[src/rtl/coop_comm_rx.sv]
// Receive framer for the co-op link: decodes AA / X[7:0] / {6'b0,X[9:8]} frames into remote_x plus link status.
// One-cycle latency from the XM byte's rx_done to remote_x/frame_strobe; accepts a byte every cycle, no backpressure.
module coop_comm_rx #(
    parameter int BYTE_TIMEOUT = 100_000,
    parameter int LINK_TIMEOUT = 50_000_000,
    parameter int CNT_W        = 26
) (
    input  logic        clk,
    input  logic        rst,
    input  logic [7:0]  rx_data,
    input  logic        rx_done,
    output logic [11:0] remote_x,
    output logic        remote_valid,
    output logic        frame_strobe,
    output logic        frame_err,
    output logic        link_alive
);

    localparam logic [1:0] WAIT_START = 2'd0;
    localparam logic [1:0] GET_XL     = 2'd1;
    localparam logic [1:0] GET_XM     = 2'd2;

    localparam logic [CNT_W-1:0] BYTE_LAST = CNT_W'(BYTE_TIMEOUT - 1);
    localparam logic [CNT_W-1:0] LINK_LAST = CNT_W'(LINK_TIMEOUT - 1);
    localparam logic [7:0]       SOF       = 8'hAA;

    logic [1:0]       state;
    logic [7:0]       xl;
    logic [CNT_W-1:0] byte_cnt;
    logic [CNT_W-1:0] link_cnt;
    logic             good_frame;
    logic             byte_expire;

    assign good_frame  = (state == GET_XM) && rx_done && (rx_data[7:2] == 6'd0);
    // A byte arriving on the expiry cycle takes priority over the timeout.
    assign byte_expire = (state != WAIT_START) && !rx_done && (byte_cnt == BYTE_LAST);

    always_ff @(posedge clk or negedge rst) begin
        if (!rst) begin
            state        <= WAIT_START;
            xl           <= 8'd0;
            remote_x     <= 12'd0;
            remote_valid <= 1'b0;
            frame_strobe <= 1'b0;
            frame_err    <= 1'b0;
        end else begin
            frame_strobe <= 1'b0;
            frame_err    <= 1'b0;
            if (byte_expire) begin
                frame_err <= 1'b1;
                xl        <= 8'd0;
                state     <= WAIT_START;
            end else if (rx_done) begin
                case (state)
                    WAIT_START: begin
                        if (rx_data == SOF) state <= GET_XL;
                    end
                    GET_XL: begin
                        xl    <= rx_data;
                        state <= GET_XM;
                    end
                    GET_XM: begin
                        if (rx_data[7:2] == 6'd0) begin
                            remote_x     <= {2'b00, rx_data[1:0], xl};
                            frame_strobe <= 1'b1;
                            remote_valid <= 1'b1;
                            state        <= WAIT_START;
                        end else if (rx_data == SOF) begin
                            // Bad XM that looks like a start byte: resync on it.
                            frame_err <= 1'b1;
                            state     <= GET_XL;
                        end else begin
                            frame_err <= 1'b1;
                            state     <= WAIT_START;
                        end
                    end
                    default: state <= WAIT_START;
                endcase
            end
        end
    end

    always_ff @(posedge clk or negedge rst) begin
        if (!rst) begin
            byte_cnt <= '0;
        end else if ((state == WAIT_START) || rx_done || byte_expire) begin
            byte_cnt <= '0;
        end else begin
            byte_cnt <= byte_cnt + 1'b1;
        end
    end

    // Link counter saturates at its last value so link_alive stays low until a good frame.
    always_ff @(posedge clk or negedge rst) begin
        if (!rst) begin
            link_cnt   <= '0;
            link_alive <= 1'b0;
        end else if (good_frame) begin
            link_cnt   <= '0;
            link_alive <= 1'b1;
        end else if (link_cnt == LINK_LAST) begin
            link_alive <= 1'b0;
        end else begin
            link_cnt <= link_cnt + 1'b1;
        end
    end

endmodule

[config.mk]
export PLATFORM = sky130hd
export DESIGN_NAME = coop_comm_rx
export DESIGN_NICKNAME = d
export VERILOG_FILES = /design/src/rtl/coop_comm_rx.sv
export SDC_FILE = /design/constraint.sdc
export NUM_CORES = 1
export LEC_CHECK = 0
export CAP_MARGIN = 20
export CORE_UTILIZATION = 55
export CTS_CLUSTER_SIZE = 8
export DETAILED_ROUTE_END_ITERATION = 12
export PLACE_DENSITY = 0.73
export SETUP_SLACK_MARGIN = 0.4
export SLEW_MARGIN = 20
export SYNTH_ARGS = -nofsm -noshare
export SYNTH_HDL_FRONTEND = slang
export SYNTH_SLANG_ARGS = --single-unit
[constraint.sdc]
create_clock -name clk -period 2.1 [get_ports clk]
set_input_delay 0.525 -clock clk [delete_from_list [all_inputs] [get_ports clk]]
set_output_delay 0.525 -clock clk [all_outputs]
set_load 0.05 [all_outputs]
==> out/metrics.yaml <==
grt_use_total: 0.268
crit_top_cell: "or4_4"
rrSetupSlack_ns: 0.24
placed_area_um2: 4430
synth_edf_count: 0
fp.dieH_um: 86.4
grt_max_degree: 38
worst-path-buf-inv: 0
power_leakage_nw: 2.23
run_status: "complete, no violations"
post_drt_wl_per_cell_um: 17.3
worstMarginPinSlew_ns: 0.505
period_needed_ns: 1.86
wirelength_um: 10400
final_nets: 511
fp.dieArea_um2: 7460
p_clk_frac: 0.352
r2r_start: "link_cnt[1]"
synth_cell_types: 43
postRouteAntennaNets: 0
crit_path_end_kind: "flip-flop"
hold_ws_ns: 0.132
critical_path_class: "flip-flop to flip-flop"
port_buffers: 24
drc: 0
power_density_nw_per_um2: 579
ir_drop_uv: 360
crit_family: "simple AND/OR/NAND/NOR gates"
design_area_um2: 5260
syn-cell-area_um2: 3920
hold_class: "input port to async pin"
start_kind: "flip-flop"
power.share.sequential: 0.524
grt_pass1_wl_um: 15700
antenna_cells: 0
drv_slew: 0
finalClockSkew_ns: 0.00790
setup_tns_ns: 0
switching_share: 0.276
ys_warn_count: 0
path_cells: "ha_2 > nand3_2 > or4_4 > or4_4 > a21oi_2"
row_count: 30
io-pin-count: 27
syn_area_per_cell_um2: 9.43
final_cell_mix: "dfrtp_1 (70), buf_4 (52), nand2_1 (48)"
vias_per_cell: 6.06
finalCritPeriodShare: 0.887
ys_seq_elements: 76
startpoint: "link_cnt[1]"
fill_cells: 432
cts_tree: "done"
cp.required_ns: 2.38
synth_async_sr_flop_share: 1.00
rsz0062_at_grt: "true"
setup_viol: 0
hold_violations: 0
drt_first_iter_violations: 193
grt.overflow.total: 0
critPathMaxFanout: 7
firstDrtPassIters: 6
grt_pass1_vias: 3232
core_um2: 6830
max_stage_delay_ns: 0.56
cts_made_buffers: 9
path_clk_slew_ns: 0.08
clock_path_buffers: 2
fmax_mhz: 537
drv_cap: 0
slew_headroom: 0.664
fp.dieW_um: 86.4
routabilityCongestion: 0.831
critPathArrivalTime_ns: 2.15
synth_seq_area_share: 0.486
power_frac_comb: 0.123
final_common_cell: "dfrtp_1"
antenna_found_initial: 0
start_util: 0.573
internal_power_w: 0.00220
drive_gt1_frac: 0.324
insertion_delay_ns: 0.35
areaGrowthSynthToFinish_pct: 34.4
clockRootBuffer: "clkbuf_8"
cts.sinks: 76
vias: 3629
p_switching_w: 0.000842
synth_flop_cell: "dfrtp_1"
worst_path_max_delay_cell: "or4_4"
detailedPlacementHpwl_um: 5790
syn_inst: 415
htree_levels: 3
final timing paths:
kind | cells after the start | to
max in group asynchronous | 2 | link_cnt[4]
setup / recovery | 5 | link_cnt[16]
hold reg to reg | 1 | remote_valid
min in group clk | 1 | remote_valid
setup reg to reg | 5 | link_cnt[16]
hold / removal | 1 | remote_x[3]
cells in the mapped netlist, drive strengths merged, types with 8 or more instances:
cell type | instances | area share
nand2b | 13 | 0.021
dfrtp | 76 | 0.49
or3 | 8 | 0.013
a22oi | 8 | 0.015
buf | 8 | 0.012
o21ai | 21 | 0.027
a21oi | 20 | 0.026
o31ai | 18 | 0.035
xor2 | 11 | 0.025
mux2i | 12 | 0.031
nand3 | 23 | 0.032
a22o | 9 | 0.020
nor2 | 22 | 0.021
nand4 | 13 | 0.022
and4 | 8 | 0.018
inv | 14 | 0.013
nor3 | 13 | 0.017
clkbuf | 13 | 0.012
nand2 | 48 | 0.046
or4 | 11 | 0.021
layer usage:
| metal | vias to the layer above | wire [µm] | GRT usage |
|---|---|---|---|
| li1 | 1675 | - | - |
| met1 | 1764 | 4360 | 0.370 |
| met2 | 164 | 5200 | 0.427 |
| met3 | 26 | 594 | 0.0381 |
| met4 | 0 | 233 | 0.112 |
| met5 | - | 0 | 0 |
cells by family (layout without fill, tap and decap cells):
kind of cell | count (synthesis) | in the layout | synth area share
AOI/OAI and AO/OA | 86 | 87 | 0.142
xor gates and xnor gates | 16 | 16 | 0.0358
adders and majority gates | 2 | 2 | 0.00639
buffers and inverters | 35 | 121 | 0.0383
DFF | 76 | 76 | 0.486
muxes | 12 | 12 | 0.0307
other | 1 | 2 | 0.000958
and+or+nand+nor | 187 | 187 | 0.260
flip-flops by register name, indices dropped and copies added, names as in the netlist:
register      count
remote_x         10
state             2
remote_valid      1
link_cnt         26
frame_strobe      1
xl                8
link_alive        1
frame_err         1
byte_cnt         26
through the flow:
step / util / worst slack (ns) / power (W) / cells
4_1_cts: 0.711 / 0.301 / 0.00297 / 581
6_report: 0.770 / 0.237 / 0.00305 / 599
3_5_place_dp: 0.648 / -0.0409 / 0.00189 / 544
2_1_floorplan: - / 0.215 / 0.00177 / 416
5_1_grt: 0.770 / 0.212 / 0.00319 / 599
3_3_place_gp: 0.648 / -0.0678 / 0.00187 / 544
layout make-up:
class                   count  area, µm²  area share
repair buffers             91        821       0.156
well taps                  96        120      0.0228
clock buffers              12        165      0.0314
multi-input cells         306       2170       0.412
inverters                  14       52.6     0.00999
clock inverters             4       22.5     0.00428
flip-flops and latches     76       1910       0.363
power by group through the flow:
stage / combinational, W / sequential, W / clock [W]
final: 0.000376 / 0.00160 / 0.00107
after CTS: 0.000307 / 0.00159 / 0.00108
after detailed placement: 0.000278 / 0.00161 / 0
after floorplan: 0.000172 / 0.00159 / 0
after global routing: 0.000419 / 0.00161 / 0.00116
after global placement: 0.000265 / 0.00160 / 0
timing repair:
| item | in CTS | in global routing |
|---|---|---|
| gates resized for setup | 58 | 70 |
| pin swaps | 19 | 24 |
| endpoints found under the setup margin | 53 | 59 |
| hold buffers | 0 | 0 |
| setup buffers | 20 | 17 |
| gates cloned | 1 | 1 |
Power figures use the tool's default switching activity.
